**config.mk**
```make
export PLATFORM = sky130hd
export DESIGN_NAME = xaddsubt_arb_flat
export DESIGN_NICKNAME = d
export VERILOG_FILES = /design/src/rtl/xaddsubt_arb_if.sv /design/src/rtl/xaddsubt_arb.sv /design/src/flat_wrapper.sv
export SDC_FILE = /design/constraint.sdc
export NUM_CORES = 1
export LEC_CHECK = 0
export BUFFER_PORTS_ARGS = -buffer_cell sky130_fd_sc_hd__clkbuf_2
export CAP_MARGIN = 10
export CELL_PAD_IN_SITES_DETAIL_PLACEMENT = 1
export CELL_PAD_IN_SITES_GLOBAL_PLACEMENT = 1
export CORE_ASPECT_RATIO = 1.4
export CORE_MARGIN = 5
export CORE_UTILIZATION = 29
export CTS_CLUSTER_SIZE = 14
export DETAILED_ROUTE_END_ITERATION = 8
export PLACE_DENSITY = 0.79
export SYNTH_ARGS = -nofsm -noshare
export SYNTH_HDL_FRONTEND = slang
export SYNTH_SLANG_ARGS = --single-unit
```
**constraint.sdc**
```tcl
create_clock -name clk -period 4.1 [get_ports clk]
set_input_delay 0.205 -clock clk [delete_from_list [all_inputs] [get_ports clk]]
set_output_delay 0.205 -clock clk [all_outputs]
set_load 0.005 [all_outputs]
```
**src/rtl/xaddsubt_arb_if.sv**
```systemverilog
// Bundle of requester, hold and result signals for the shared add/sub arbiter.
// master: requester side (drives requests/operands/hold, observes grant/result).
// slave: arbiter side (observes requests, drives grant/result/status).
interface xaddsubt_arb_if #(
   parameter int BWID = 16,
   parameter int NREQ = 4
);
   localparam int IDW = (NREQ > 1) ? $clog2(NREQ) : 1;

   logic [NREQ-1:0]      iv_req;
   logic [NREQ-1:0]      iv_sub;
   logic [NREQ*BWID-1:0] iv_a;
   logic [NREQ*BWID-1:0] iv_b;
   logic                 i_hold;
   logic [NREQ-1:0]      ov_gnt;
   logic [BWID-1:0]      ov_res;
   logic [IDW-1:0]       ov_id;
   logic                 o_dv;
   logic [NREQ-1:0]      ov_dv;
   logic [15:0]          ov_issue_cnt;
   logic                 o_busy;

   modport master (
      output iv_req, iv_sub, iv_a, iv_b, i_hold,
      input  ov_gnt, ov_res, ov_id, o_dv, ov_dv, ov_issue_cnt, o_busy
   );

   modport slave (
      input  iv_req, iv_sub, iv_a, iv_b, i_hold,
      output ov_gnt, ov_res, ov_id, o_dv, ov_dv, ov_issue_cnt, o_busy
   );
endinterface

```
**src/rtl/xaddsubt_arb.sv**
```systemverilog
// Round-robin arbiter feeding one shared LATENCY-stage registered add/sub pipeline.
// Latency: grant in cycle t -> result with one-hot valid in cycle t+LATENCY.
// Backpressure: none downstream; i_hold suppresses grants while the pipeline drains.
// Ports: clk, i_rst_n (async active-low), bus (slave side of xaddsubt_arb_if).
module xaddsubt_arb #(
   parameter int BWID    = 16,
   parameter int NREQ    = 4,
   parameter int LATENCY = 1
) (
   input  logic          clk,
   input  logic          i_rst_n,
   xaddsubt_arb_if.slave bus
);
   localparam int IDW = (NREQ > 1) ? $clog2(NREQ) : 1;

   logic [IDW-1:0]  rr_ptr;
   logic [NREQ-1:0] gnt;
   logic [IDW-1:0]  gnt_id;
   logic            found;
   logic            issue;
   logic [BWID-1:0] sel_a;
   logic [BWID-1:0] sel_b;
   logic [BWID-1:0] sel_res;
   logic            sel_sub;

   logic [BWID-1:0] res_q [LATENCY];
   logic [IDW-1:0]  id_q  [LATENCY];
   logic [LATENCY-1:0] vld_q;
   logic [15:0]     issue_cnt;
   logic [NREQ-1:0] dv_oh;

   // Rotating search starting at rr_ptr; first pending requester wins.
   always_comb begin
      int idx;
      found  = 1'b0;
      gnt_id = '0;
      gnt    = '0;
      for (int i = 0; i < NREQ; i++) begin
         idx = int'(rr_ptr) + i;
         if (idx >= NREQ) idx = idx - NREQ;
         if (!found && bus.iv_req[idx]) begin
            found  = 1'b1;
            gnt_id = IDW'(idx);
         end
      end
      // Reset is included so no grant is reported while state is held cleared.
      if (found && !bus.i_hold && i_rst_n) gnt[gnt_id] = 1'b1;
   end

   assign issue   = |gnt;
   assign sel_a   = bus.iv_a[gnt_id*BWID +: BWID];
   assign sel_b   = bus.iv_b[gnt_id*BWID +: BWID];
   assign sel_sub = bus.iv_sub[gnt_id];
   // Carry/borrow fall off the top; results wrap mod 2^BWID.
   assign sel_res = sel_sub ? (sel_a - sel_b) : (sel_a + sel_b);

   always_ff @(posedge clk or negedge i_rst_n) begin
      if (!i_rst_n) begin
         rr_ptr    <= '0;
         issue_cnt <= '0;
         vld_q     <= '0;
         for (int s = 0; s < LATENCY; s++) begin
            res_q[s] <= '0;
            id_q[s]  <= '0;
         end
      end else begin
         if (issue) begin
            rr_ptr    <= (gnt_id == IDW'(NREQ - 1)) ? '0 : gnt_id + 1'b1;
            issue_cnt <= issue_cnt + 16'd1;
         end
         // Operation is computed at issue; later stages only carry it along.
         res_q[0] <= sel_res;
         id_q[0]  <= gnt_id;
         vld_q[0] <= issue;
         for (int s = 1; s < LATENCY; s++) begin
            res_q[s] <= res_q[s-1];
            id_q[s]  <= id_q[s-1];
            vld_q[s] <= vld_q[s-1];
         end
      end
   end

   always_comb begin
      dv_oh = '0;
      if (vld_q[LATENCY-1]) dv_oh[id_q[LATENCY-1]] = 1'b1;
   end

   assign bus.ov_gnt       = gnt;
   assign bus.ov_res       = res_q[LATENCY-1];
   assign bus.ov_id        = id_q[LATENCY-1];
   assign bus.o_dv         = vld_q[LATENCY-1];
   assign bus.ov_dv        = dv_oh;
   assign bus.ov_issue_cnt = issue_cnt;
   assign bus.o_busy       = |vld_q;
endmodule

```
**src/flat_wrapper.sv**
```systemverilog
// flat-port wrapper written by rule: the top's interface ports become plain ports
module xaddsubt_arb_flat 
#(
   parameter int BWID    = 16,
   parameter int NREQ    = 4,
   parameter int LATENCY = 1
)
  (clk, i_rst_n, bus_iv_req, bus_iv_sub, bus_iv_a, bus_iv_b, bus_i_hold, bus_ov_gnt, bus_ov_res, bus_ov_id, bus_o_dv, bus_ov_dv, bus_ov_issue_cnt, bus_o_busy);
  xaddsubt_arb_if #(.BWID(BWID), .NREQ(NREQ)) bus_i ();
  input  logic clk;
  input  logic i_rst_n;
  input wire logic [$bits(bus_i.iv_req)-1:0] bus_iv_req;
  input wire logic [$bits(bus_i.iv_sub)-1:0] bus_iv_sub;
  input wire logic [$bits(bus_i.iv_a)-1:0] bus_iv_a;
  input wire logic [$bits(bus_i.iv_b)-1:0] bus_iv_b;
  input wire logic [$bits(bus_i.i_hold)-1:0] bus_i_hold;
  output wire logic [$bits(bus_i.ov_gnt)-1:0] bus_ov_gnt;
  output wire logic [$bits(bus_i.ov_res)-1:0] bus_ov_res;
  output wire logic [$bits(bus_i.ov_id)-1:0] bus_ov_id;
  output wire logic [$bits(bus_i.o_dv)-1:0] bus_o_dv;
  output wire logic [$bits(bus_i.ov_dv)-1:0] bus_ov_dv;
  output wire logic [$bits(bus_i.ov_issue_cnt)-1:0] bus_ov_issue_cnt;
  output wire logic [$bits(bus_i.o_busy)-1:0] bus_o_busy;
  assign bus_i.iv_req = bus_iv_req;
  assign bus_i.iv_sub = bus_iv_sub;
  assign bus_i.iv_a = bus_iv_a;
  assign bus_i.iv_b = bus_iv_b;
  assign bus_i.i_hold = bus_i_hold;
  assign bus_ov_gnt = bus_i.ov_gnt;
  assign bus_ov_res = bus_i.ov_res;
  assign bus_ov_id = bus_i.ov_id;
  assign bus_o_dv = bus_i.o_dv;
  assign bus_ov_dv = bus_i.ov_dv;
  assign bus_ov_issue_cnt = bus_i.ov_issue_cnt;
  assign bus_o_busy = bus_i.o_busy;
  xaddsubt_arb #(.BWID(BWID), .NREQ(NREQ), .LATENCY(LATENCY)) u_core (.clk(clk), .i_rst_n(i_rst_n), .bus(bus_i));
endmodule
```
==> results by stage, run 1 <==
Clock tree:
- The CTS buffer count is 5.
- Clock-pin slew was measured on the worst setup and hold paths at 0.06 ns.
- The number of sinks on the clock net is 37.
- The clock tree from TritonCTS is built.
- The clock passes through at most 2 buffers.
- The later-pin clock latency in the skew report is 0.28 ns.
- In this run the clock root is driven by a sky130_fd_sc_hd__clkbuf_16.
- The H-tree was split into 2 levels.

Yosys:
- The biggest area consumer among synthesized cells is sky130_fd_sc_hd__dfrtp_1.
- The synthesized area per cell is 7.75 um^2.
- The count of unique library cells instantiated by Yosys is 59.
- The total of flip-flops plus latches after synthesis is 37.
- The synthesized design contains 0 enable-type register cells.
- The sequential element share of the synthesized area is 25.6%.
- Of all flip-flops after synthesis, the portion carrying an async set or reset was 100%.
- The library cell with the highest instance count after synthesis is sky130_fd_sc_hd__nand2_1.
- The area of the mapped netlist is 3620 um^2.
- The commonest cells after synthesis are 101 x sky130_fd_sc_hd__nand2_1, 37 x sky130_fd_sc_hd__dfrtp_1, 36 x sky130_fd_sc_hd__and3_1.
- The most used flip-flop cell after synthesis is sky130_fd_sc_hd__dfrtp_1.
- During synthesis, Yosys emitted a total of 0 warnings.
- The fraction of post-synthesis cell area in the top cell type by area is 25.6%.
- The cell count after synthesis is 467.
- Counting every net in the synthesized netlist gives 628.
- In the post-synthesis netlist, the biggest area contributors are sky130_fd_sc_hd__dfrtp_1 26%, sky130_fd_sc_hd__nand2_1 10%, sky130_fd_sc_hd__ha_1 7.3%, sky130_fd_sc_hd__and3_1 6.2%, sky130_fd_sc_hd__xnor2_1 5.8%.

Worst hold path:
- For hold timing, the worst endpoint is u_core.bus.ov_res[0]$_DFF_PN0_.
- The worst min-delay path class is in2reg.
- The hold-critical path depth is 6.
- In this run the most critical hold path is launched from bus_iv_a[0].

Floorplan:
- The number of placement rows is 48.
- The die footprint is 14900 um^2.
- The number of top-level pins is 183.
- The starting utilization of the core area is 29.4%.
- In this run the horizontal extent of the chip is 104 um.
- The floorplan step defined a core boundary enclosing 12300 um^2.
- The die span in y is 142 um.

STA:
- The setup violation total in the final timing report is 0.
- The max-slew violation count is 0.
- The final setup skew is 0.00722 ns.
- The clock period minus final worst setup slack is 3.93 ns.
- The final clock period utilization by the worst path is 95.9%.
- The final hold violation count came to 0.
- The worst pin sits at a relative slew slack of 66.6%.
- The slew at the pin closest to its max-slew limit is 0.497 ns.
- The timing-limited maximum frequency is 254 MHz.

Detailed routing:
- The starting DRC count in detailed routing is 113.
- The post-detailed-route count of antenna-violating nets is 0.
- The vias per cell is 5.12.
- The via total after detailed routing is 4193.
- The number of remaining DRC errors is 0.
- After detailed routing, the average wire length per cell comes to 17.2 um.
- The routed design has 14100 um of wire.
- The first-pass detailed-route iteration total is 4.

Critical path:
- By instance count, the cell type seen most on the critical path is sky130_fd_sc_hd__nor2b_2.
- The startpoint identified for the worst register-to-register timing path is u_core.rr_ptr[0]$_DFFE_PN0P_.
- The endpoint identified for the worst register-to-register timing path is u_core.bus.ov_res[15]$_DFF_PN0_.
- The worst setup path startpoint is u_core.rr_ptr[0]$_DFFE_PN0P_.
- The highest net fanout along the worst path is 6.
- For the worst flop-to-flop path, the logic depth is 20.
- The endpoint required time on the critical path is 4.26 ns.
- STA classifies the critical path endpoint as a flop.
- The number of buffer and inverter instances along the worst setup path is 3.
- The biggest cell delay along the critical path is 0.42 ns.
- The internal reg-to-reg setup slack is 0.17 ns.
- STA classifies the critical path startpoint as a flop.
- At the worst endpoint, the arrival time is 4.09 ns.
- The family with the most delay on the worst path is compound AO/OA/AOI/OAI gates.
- The critical path class is reg2reg.
- Traced cell by cell, the critical path runs through nor2b_2 > o21ba_4 > a211oi_4 > buf_4 > inv_4 > a211oi_2 > or2_2 > ha_4 > nand2_2 > o21ai_2 > inv_1 > ha_1 > nor2b_2 > o31a_1 > o211ai_1 > a21oi_2 > o2111a_1 > nor2_1 > a211o_1 > xnor3_1.
- The master of the slowest instance on the critical path is sky130_fd_sc_hd__dfrtp_1.

Global route:
- After global routing the overflow that remains totals 0.
- The total routing resource utilization after global routing is 17.5%.
- The number of global-route vias before repair is 4460.
- The wire length of the first global-routing pass is 21600 um.
- The initial antenna violation count is 0.
- Entering global routing, the biggest net connects 41 pins.

Final layout:
- The count of inserted antenna diode cells is 0.
- The total number of nets in the final design is 829.
- Compared with the post-synthesis result, the final layout area differs by 43.5%.
- In the final layout, the share of cells above drive strength 1 is 42.0%.
- The filler-free cell count of the finished design is 819.

Power and ir drop:
- Across the VDD grid, the largest voltage drop is 0.351 mV.
- The analysis attributes to cell leakage a power of 2.66 nW.
- In this run the power density over the cells is 987 nW/um^2.
- The design draws 5.13 mW.

Placed design:
- The number of placed instances with taps included is 796.
- Routability-driven placement finished with a final weighted congestion of 0.858.
- The post-DP HPWL is 11400 um.
- The count of buffers inserted at the top-level ports is 182.

Run status:
- The run finished with clean final reports.

Run:
- Max-cap violations in this run came to 0.
## power breakdown
group | switching, mW | leakage (nW) | internal (mW) | total (mW)
Clock | 0.159 | 0.0702 | 0.226 | 0.385
Combinational | 2.24 | 2.13 | 1.88 | 4.12
Sequential | 0.0815 | 0.461 | 0.542 | 0.623
Total | 2.48 | 2.66 | 2.65 | 5.13
## worst register-to-register path, stage by stage (launching register included)
cell                       delay [ns]
sky130_fd_sc_hd__dfrtp_1         0.42
sky130_fd_sc_hd__nor2b_2         0.19
sky130_fd_sc_hd__o21ba_4         0.16
sky130_fd_sc_hd__a211oi_4        0.04
sky130_fd_sc_hd__buf_4           0.17
sky130_fd_sc_hd__inv_4           0.13
sky130_fd_sc_hd__a211oi_2        0.06
sky130_fd_sc_hd__or2_2           0.32
sky130_fd_sc_hd__ha_4            0.28
sky130_fd_sc_hd__nand2_2         0.04
sky130_fd_sc_hd__o21ai_2         0.07
sky130_fd_sc_hd__inv_1           0.07
sky130_fd_sc_hd__ha_1            0.27
sky130_fd_sc_hd__nor2b_2         0.16
sky130_fd_sc_hd__o31a_1          0.31
sky130_fd_sc_hd__o211ai_1        0.27
sky130_fd_sc_hd__a21oi_2         0.11
sky130_fd_sc_hd__o2111a_1        0.25
sky130_fd_sc_hd__nor2_1          0.11
sky130_fd_sc_hd__a211o_1         0.14
sky130_fd_sc_hd__xnor3_1         0.22
## repair_timing
action | 4_1_cts | 5_1_grt
gates resized for setup | 3 | 42
hold endpoints to repair | 36 | 0
hold buffers | 1 | 0
pin swaps | 1 | 28
buffers inserted | 1 | 12
gates cloned | 0 | 1
endpoints found under the setup margin | 3 | 7
## how the worst max path moves through the flow
stage | end | slack [ns] | depth (start not counted)
2_1_floorplan | u_core.bus.ov_res[15]$_DFF_PN0_ | 0.01 | 19
5_1_grt | u_core.bus.ov_res[14]$_DFF_PN0_ | -0.05 | 18
3_3_place_gp | u_core.bus.ov_res[14]$_DFF_PN0_ | 0.07 | 20
4_1_cts | u_core.bus.ov_res[15]$_DFF_PN0_ | 0.008 | 19
6_report | u_core.bus.ov_res[15]$_DFF_PN0_ | 0.17 | 20
3_5_place_dp | u_core.bus.ov_res[14]$_DFF_PN0_ | -0.21 | 19
## cells in the final DEF, fill, tap and decap left out, types with 6 or more instances in the layout
cell / Yosys / layout
sky130_fd_sc_hd__clkbuf_2: 0 / 182
sky130_fd_sc_hd__nand2_1: 101 / 99
sky130_fd_sc_hd__dfrtp_1: 37 / 37
sky130_fd_sc_hd__and3_1: 36 / 36
sky130_fd_sc_hd__buf_4: 1 / 31
sky130_fd_sc_hd__nor2_1: 26 / 25
sky130_fd_sc_hd__nand3_1: 25 / 25
sky130_fd_sc_hd__xnor2_1: 24 / 24
sky130_fd_sc_hd__ha_1: 21 / 19
sky130_fd_sc_hd__a31oi_1: 16 / 16
sky130_fd_sc_hd__xor2_1: 15 / 15
sky130_fd_sc_hd__o21ai_0: 19 / 14
sky130_fd_sc_hd__inv_1: 13 / 12
sky130_fd_sc_hd__a211oi_1: 16 / 11
sky130_fd_sc_hd__a211oi_2: 4 / 8
sky130_fd_sc_hd__a21oi_1: 12 / 7
sky130_fd_sc_hd__a31o_2: 6 / 6
sky130_fd_sc_hd__o31ai_1: 6 / 6
sky130_fd_sc_hd__clkbuf_16: 0 / 6
## cells by family after synthesis
kind of cell | Yosys count | synth area share, %
xor gates and xnor gates | 40 | 10.1
muxes | 3 | 0.933
DFF | 37 | 25.6
and+or+nand+nor | 220 | 29.1
buffers and inverters | 39 | 4.84
AOI/OAI and AO/OA | 106 | 21.7
adders and majority gates | 22 | 7.81
## layer usage
layer / global-route usage [%] / routed length, um
met5: 0 / 0
met3: 2.36 / 678
met2: 32.9 / 7550
met4: 5.32 / 299
met1: 20.6 / 5530
## stage by stage
step	setup slack (ns)	utilization, %	cell area [um^2]	setup TNS, ns	hold WS (ns)
after floorplan	0.0131	-	3630	0	-0.0906
after global placement	0.0718	38.8	4770	0	0.283
after detailed placement	-0.206	38.8	4770	-0.489	0.292
after CTS	0.00835	40.2	4950	0	0.383
after global routing	-0.0526	42.2	5200	-0.124	0.393
final	0.170	42.2	5200	0	0.381
## sequential cells by signal, summed over array words and instances, names as in the netlist
register and flops:
u_core.rr_ptr 2, u_core.bus.ov_issue_cnt 16, u_core.bus.ov_id 2, u_core.bus.o_busy 1
u_core.bus.ov_res 16
## cell type report
cell class | count | area (um^2)
multi-input combinational | 391 | 2650
tap | 150 | 188
inverter | 15 | 63.8
clock buffer | 5 | 125
timing repair buffer | 218 | 1220
sequential | 37 | 926
fill | 1551 | 7120
clock inverter | 3 | 21.3
No activity file was read; power rests on OpenSTA's default activity.
==> inputs of run 2 (changes only) <==
- CORE_UTILIZATION: 29 -> 30
- CTS_BUF_LIST: not set -> sky130_fd_sc_hd__clkbuf_2 sky130_fd_sc_hd__clkbuf_4 sky130_fd_sc_hd__clkbuf_8
- PLACE_DENSITY: 0.79 -> 0.81
==> run 2 against run 1 <==
Net effect: worst setup slack lost 0.071 ns; utilization grew 1.3 points; critical path depth is the same; first-iteration DRC count grew 1.8%; critical path type unchanged; clock-buffer cell count is the same; final cell count shrank 0.24%; routed wire length grew 0.63%; highest routed layer unchanged; the run now ends with negative hold slack left; largest cell class unchanged.
==> results by stage, run 2 (synthesis results as in run 1) <==
Run status:
- The run finished, with violations left.
- The final reports fail on negative hold slack.

Detailed routing:
- The starting DRC count in detailed routing is 115.
- The first-pass detailed-route iteration total is 4.
- The post-detailed-route count of antenna-violating nets is 0.
- The routed design has 14100 um of wire.
- The vias per cell is 5.10.
- In the routed design, unresolved DRC markers number 0.
- The routed wire length per instance is 17.3 um.
- For this block, the via count after detailed routing is 4164.

Critical path:
- For the worst setup path, the data required time is 4.31 ns.
- The critical path starts at u_core.rr_ptr[0]$_DFFE_PN0P_.
- The internal reg-to-reg setup slack is 0.1 ns.
- The category of the worst setup path launch point is a flop.
- The worst flop-to-flop path startpoint is u_core.rr_ptr[0]$_DFFE_PN0P_.
- The end of the worst register-to-register path is u_core.bus.ov_res[13]$_DFF_PN0_.
- On the critical path, the stage with the largest delay is an instance of sky130_fd_sc_hd__dfrtp_2.
- Walking the worst path, the cells encountered are nor2b_2 > o21ba_2 > a211oi_4 > buf_6 > inv_6 > a211oi_4 > or2_4 > ha_2 > nand4_1 > buf_4 > o21ai_1 > xor2_1 > ha_2 > nand2_2 > nand2b_1 > a21oi_2 > nor2b_1 > buf_4 > or3_1 > xnor2_1.
- The critical path class is reg2reg.
- The highest net fanout along the worst path is 5.
- The end of the critical path is u_core.bus.ov_res[13]$_DFF_PN0_.
- STA classifies the critical path endpoint as a flop.
- Data arrives at the worst endpoint at 4.21 ns.
- The biggest cell delay along the critical path is 0.41 ns.
- For the worst flop-to-flop path, the logic depth is 20.

STA:
- The max-slew violation count is 0.
- The setup violation total in the final timing report is 0.
- The worst pin sits at a relative slew slack of 66.2%.
- The clock period minus final worst setup slack is 4.00 ns.
- The worst-case hold slack is -0.0129 ns.
- For the pin with the worst max-slew slack, the measured transition is 0.504 ns.
- Across the routed clock network, the largest skew measured is 0.0182 ns.
- In the finished design, the share of the clock period the worst path needs comes to 97.6%.
- The final hold violation count was 10.
- The timing-limited maximum frequency is 250 MHz.

Clock tree:
- The clock tree from TritonCTS is built.
- The tree is rooted in a sky130_fd_sc_hd__clkbuf_8.
- The maximum clock path buffer count is 2.
- The CTS buffer count is 5.
- The later-pin clock latency in the skew report is 0.30 ns.
- The H-tree was split into 2 levels.
- In this run, post-CTS hold repair placed 0 buffers.
- The number of sinks on the clock net is 37.
- The clock slew seen by the registers of the worst setup and hold paths is 0.09 ns.

Global route:
- The total overflow left after global routing is 0.
- The first global-routing pass estimated 21800 um of wire.
- The number of global-route vias before repair was 4474.
- The initial antenna violation count is 0.
- Global routing used 18.7% of the available tracks.
- The maximum number of pins on one net before global-route repair is 42.

Final layout:
- The number of inserted filler cells in the final layout is 1524.
- After the last flow step, the layout net total stands at 830.
- The most frequent standard cell in the layout excluding fill and tap cells is sky130_fd_sc_hd__clkbuf_2.
- The top cell types in the final layout, fill and taps aside, are 182 x sky130_fd_sc_hd__clkbuf_2, 100 x sky130_fd_sc_hd__nand2_1, 36 x sky130_fd_sc_hd__and3_1, 36 x sky130_fd_sc_hd__dfrtp_1, 29 x sky130_fd_sc_hd__buf_4.
- The footprint of the multi-input gates is 2630 um^2.
- The filler-free cell count of the finished design is 817.
- The sequential standard cell area is 927 um^2.
- The number of antenna diodes in the final layout is 0.
- Cells with a size suffix above 1 make up 41.6% of the layout.
- From synthesis to final layout, the design area changed by 42.1%.

Placed design:
- Routability-driven placement finished with a final weighted congestion of 0.840.
- Summed over all nets, the half-perimeter wirelength after detailed placement is 11700 um.
- The count of buffers inserted at the top-level ports is 182.
- The number of placed instances with taps included is 791.

Floorplan:
- The number of top-level pins is 183.
- The starting utilization of the core area is 30.6%.
- The die footprint is 14400 um^2.
- In this run the standard cell core region covers 11800 um^2.
- The floorplan die width is 103 um.
- After floorplanning, the core was divided into 47 placement rows.
- The die span in y is 140 um.

Power and ir drop:
- In this run the power density over the cells is 977 nW/um^2.
- The leakage power figure is 2.65 nW.
- Across the VDD grid, the largest voltage drop is 0.317 mV.

Run:
- Max-cap violations in this run came to 0.

Worst hold path:
- The worst min-delay path class is in2async.
[run 2: cell type report]
class,instances,share of cell area [%]
clock inverter,3,0.414
tap,147,3.58
timing repair buffer,219,24.2
sequential,37,18.0
inverter,15,1.24
clock buffer,5,1.34
multi-input combinational,391,51.2
[run 2: timing repair]
item,in CTS,in global routing
setup endpoints to repair,3,8
resized for setup,6,39
pin swaps,4,20
buffers inserted,2,15
gates cloned,0,1
[run 2: power breakdown]
part	leakage, nW	switching, mW	internal, mW
registers	0.460	0.0802	0.541
logic	2.14	2.26	1.87
clock network	0.0445	0.144	0.121
total	2.65	2.49	2.54
[run 2: metal layers]
metal	GRT usage, %	routed length, um	share of wire (%)
met1	22.7	5410	38
met2	34.5	7610	54
met3	1.49	843	6.0
met4	5.05	284	2.0
met5	0	0	0
[run 2: worst min-delay path by stage]
| stage | slack [ns] | startpoint | to | depth (start not counted) |
|---|---|---|---|---|
| after CTS | 0.01 | i_rst_n | u_core.bus.ov_issue_cnt[7]$_DFFE_PN0P_ | 2 |
| after global placement | 0.34 | i_rst_n | u_core.bus.ov_issue_cnt[7]$_DFFE_PN0P_ | 2 |
| after global routing | 0.05 | i_rst_n | u_core.bus.ov_issue_cnt[4]$_DFFE_PN0P_ | 2 |
| after detailed placement | 0.34 | i_rst_n | u_core.bus.ov_issue_cnt[7]$_DFFE_PN0P_ | 2 |
| after floorplan | -0.09 | i_rst_n | u_core.bus.o_busy$_DFF_PN0_ | 0 |
| final | -0.01 | i_rst_n | u_core.bus.ov_issue_cnt[8]$_DFFE_PN0P_ | 2 |
[run 2: through the flow]
step	setup TNS, ns	power [mW]	instance area (um^2)	utilization (%)	worst slack, ns
finish	0	5.02	5140	43.5	0.0993
global route	-0.248	5.49	5140	43.5	-0.0876
CTS	0	4.62	4890	41.4	0.00977
detailed placement	-0.446	4.26	4760	40.3	-0.193
global placement	0	4.05	4760	40.3	0.0666
floorplan	0	3.22	3630	-	0.0131
[run 2: worst max-delay path: cells and delay by family (launching register included)]
kind                       cells  cell delay [ns]
adders and majority gates      2             0.56
buffers and inverters          4             0.53
AOI/OAI and AO/OA              5             0.98
DFF                            1             0.41
xor gates and xnor gates       2             0.43
and+or+nand+nor                7             0.99
==> inputs of run 3 (changes only) <==
- GPL_TIMING_DRIVEN: not set -> 0
==> run 3 against run 2 <==
Net effect: the flow now finishes without violations; sequential power is 2% higher; critical path depth is 1 lower; register-to-register slack worse by 0.07 ns; clock-buffer cell count stayed put; worst hold slack better by 0.044 ns; critical endpoint is now u_core.bus.ov_res[14]$_DFF_PN0_.
==> results by stage, run 3 (synthesis results as in run 1) <==
Run status:
- The flow ran to the end, and the final reports show no timing, DRC or antenna violations.

Run:
- The total of max-cap violations is 0.

Global route:
- The remaining global-route overflow is 0.
- In the global route stage, met3 resource usage came out at 2.19%.
- The wire length of the first global-routing pass is 23900 um.
- Global routing used 22.1% of the available met1 tracks.
- Global routing used 40.9% of the available met2 tracks.
- The initial antenna violation count is 0.
- The most heavily used metal layer in global routing is met2.
- The number of global-route vias before repair was 4776.
- Entering global routing, the biggest net connects 39 pins.
- Global routing used 21.1% of the available tracks across all layers.

Worst hold path:
- The path class of the tightest hold or removal check is in2async.

STA:
- The remaining max-slew budget at the tightest pin is 36.3%.
- Setup repair after global routing could not meet its margin everywhere.
- The clock period minus final worst setup slack is 4.07 ns.
- The slew at the pin closest to its max-slew limit is 0.956 ns.
- The final hold violation count is 0.
- The timing-limited maximum frequency is 246 MHz.
- The final setup skew is 0.00993 ns.
- The final clock period utilization by the worst path is 99.2%.
- The max-slew violation count is 0.
- The setup violation total in the final timing report is 0.

Critical path:
- STA classifies the critical path startpoint as a flop.
- The number of cells on the worst reg-to-reg path is 19.
- The end of the worst register-to-register path is u_core.bus.ov_res[14]$_DFF_PN0_.
- The worst flop-to-flop path startpoint is u_core.rr_ptr[0]$_DFFE_PN0P_.
- Across all register-to-register paths, the minimum setup slack is 0.03 ns.
- The highest net fanout along the worst path is 4.
- The arrival time reported for the critical path endpoint is 4.26 ns.
- STA classifies the critical path endpoint as a flop.
- For the worst setup path, the data required time is 4.29 ns.
- The critical path class is reg2reg.

Detailed routing:
- In the final routed layout, each cell accounts on average for 18.5 um.
- After detailed routing, the number of remaining DRC violations is 0.
- The post-detailed-route count of antenna-violating nets is 0.
- The sum of routed wire length over all layers is 15500 um.
- Summing over every cut layer, the via total after detailed routing is 4332.
- The first routing iteration left 115 violations.
- The vias per cell is 5.16.
- Before antenna repair, the detailed router went through 4 iterations.

Floorplan:
- The die footprint is 14400 um^2.
- Measured along the x axis, the die boundary spans 103 um.
- The floorplan step set the die height to 140 um.
- The number of placement rows is 47.
- The floorplan step defined a core boundary enclosing 11800 um^2.
- The starting utilization of the core area is 30.6%.
- 183 I/O pins were placed.

Power and ir drop:
- The combinational cell fraction of total power is 83.9%.
- The analysis attributes to net switching a power of 2.79 mW.
- The internal power summed over all cells is 2.82 mW.
- The cell area power density is 1030 nW/um^2.
- The clock share of power is 4.8%.
- Net switching is 49.7% of the power.
- The largest voltage drop on the vdd net is 0.367 mV.
- The analysis attributes to cell leakage a power of 2.77 nW.
- The sequential group share of total power is 11.3%.

Placed design:
- The count of buffers added on input and output ports is 182.
- The placer's final routability congestion estimate is 0.890.
- The post-DP HPWL is 12100 um.
- After detailed placement, the total cell area comes to 4720 um^2.

Clock tree:
- The total number of H-tree levels is 2.
- Clock-pin slew was measured on the worst setup and hold paths at 0.08 ns.
- The later-pin clock latency in the skew report is 0.31 ns.
- The CTS buffer count is 5.
- The cell at the root of the clock tree is sky130_fd_sc_hd__clkbuf_8.
- The clock passes through at most 2 buffers.
- The clock tree from TritonCTS is built.
- The quantity of hold-fixing buffers added after cts is 0.
- The number of sinks on the clock net is 37.

Final layout:
- The net count of the finished layout is 853.
- The library cells used most frequently in the layout, excluding fill and tap cells, are 186 x sky130_fd_sc_hd__clkbuf_2, 99 x sky130_fd_sc_hd__nand2_1, 36 x sky130_fd_sc_hd__and3_1.
- The most frequent standard cell in the layout excluding fill and tap cells is sky130_fd_sc_hd__clkbuf_2.
- Cells with a size suffix above 1 make up 45.7% of the layout.
- The final standard cell utilization of the core is 46.2%.
- The synthesis-to-finish area growth is 50.9%.
- Once layout is done, the placed cells without fillers occupy 5460 um^2.
- The count of inserted antenna diode cells is 0.
## run 3: worst max-delay path by stage
stage | endpoint | slack (ns) | cells after the start | startpoint
after floorplan | u_core.bus.ov_res[15]$_DFF_PN0_ | 0.01 | 19 | u_core.rr_ptr[1]$_DFFE_PN0P_
after global placement | u_core.bus.ov_res[14]$_DFF_PN0_ | -0.93 | 17 | u_core.rr_ptr[0]$_DFFE_PN0P_
after detailed placement | u_core.bus.ov_res[14]$_DFF_PN0_ | -1.11 | 17 | u_core.rr_ptr[0]$_DFFE_PN0P_
after CTS | u_core.bus.ov_res[14]$_DFF_PN0_ | 0.005 | 18 | u_core.rr_ptr[1]$_DFFE_PN0P_
after global routing | u_core.bus.ov_res[15]$_DFF_PN0_ | -0.10 | 19 | u_core.rr_ptr[0]$_DFFE_PN0P_
final | u_core.bus.ov_res[14]$_DFF_PN0_ | 0.03 | 19 | u_core.rr_ptr[0]$_DFFE_PN0P_
## run 3: power by group through the flow
stage               clock network, mW  registers, mW  logic [mW]
floorplan                           0          0.629        2.59
finish                          0.268          0.636        4.71
global route                    0.284          0.651        5.13
CTS                             0.273          0.635        4.02
global placement                    0          0.626        3.39
detailed placement                  0          0.635        3.57
## run 3: critical path: stages, from the launching register on
cell	delay [ns]
sky130_fd_sc_hd__dfrtp_2	0.45
sky130_fd_sc_hd__nor2b_4	0.07
sky130_fd_sc_hd__o21ba_4	0.20
sky130_fd_sc_hd__a211oi_4	0.33
sky130_fd_sc_hd__inv_2	0.14
sky130_fd_sc_hd__buf_12	0.16
sky130_fd_sc_hd__a211oi_4	0.17
sky130_fd_sc_hd__or2_4	0.18
sky130_fd_sc_hd__ha_4	0.16
sky130_fd_sc_hd__nand4_1	0.11
sky130_fd_sc_hd__o21ai_1	0.18
sky130_fd_sc_hd__xor2_1	0.32
sky130_fd_sc_hd__ha_1	0.32
sky130_fd_sc_hd__buf_4	0.16
sky130_fd_sc_hd__buf_4	0.14
sky130_fd_sc_hd__nand4_1	0.13
sky130_fd_sc_hd__a211oi_4	0.08
sky130_fd_sc_hd__o41ai_4	0.39
sky130_fd_sc_hd__nand3_1	0.14
sky130_fd_sc_hd__o311ai_2	0.11
## run 3: layout make-up
type	instances	area, um^2
sequential	37	928
clock buffer	5	68.8
clock inverter	3	21.3
timing repair buffer	218	1230
tap	147	184
inverter	15	61.3
multi-input combinational	392	2790
buffer	23	184
fill	1527	6360
## run 3: repair_timing
action                     in CTS  in global routing
pin swaps                      21                 32
setup buffers                  20                 16
gates cloned                    1                  0
gates resized for setup        65                 37
setup endpoints to repair      19                  7
## run 3: layer usage
| layer | wire [um] | vias to the layer above |
|---|---|---|
| li1 | - | 2105 |
| met1 | 5610 | 2066 |
| met2 | 8550 | 133 |
| met3 | 828 | 28 |
| met4 | 518 | 0 |
| met5 | 0 | - |
## run 3: through the flow
step / instances / hold slack [ns] / setup WS (ns) / total power [mW] / setup TNS (ns)
floorplan: 467 / -0.0906 / 0.0131 / 3.22 / 0
global placement: 796 / 0.381 / -0.928 / 4.02 / -5.60
detailed placement: 796 / 0.396 / -1.11 / 4.21 / -7.67
CTS: 824 / 0.0628 / 0.00496 / 4.93 / 0
global route: 840 / 0.125 / -0.100 / 6.07 / -0.272
finish: 840 / 0.0310 / 0.0313 / 5.61 / 0
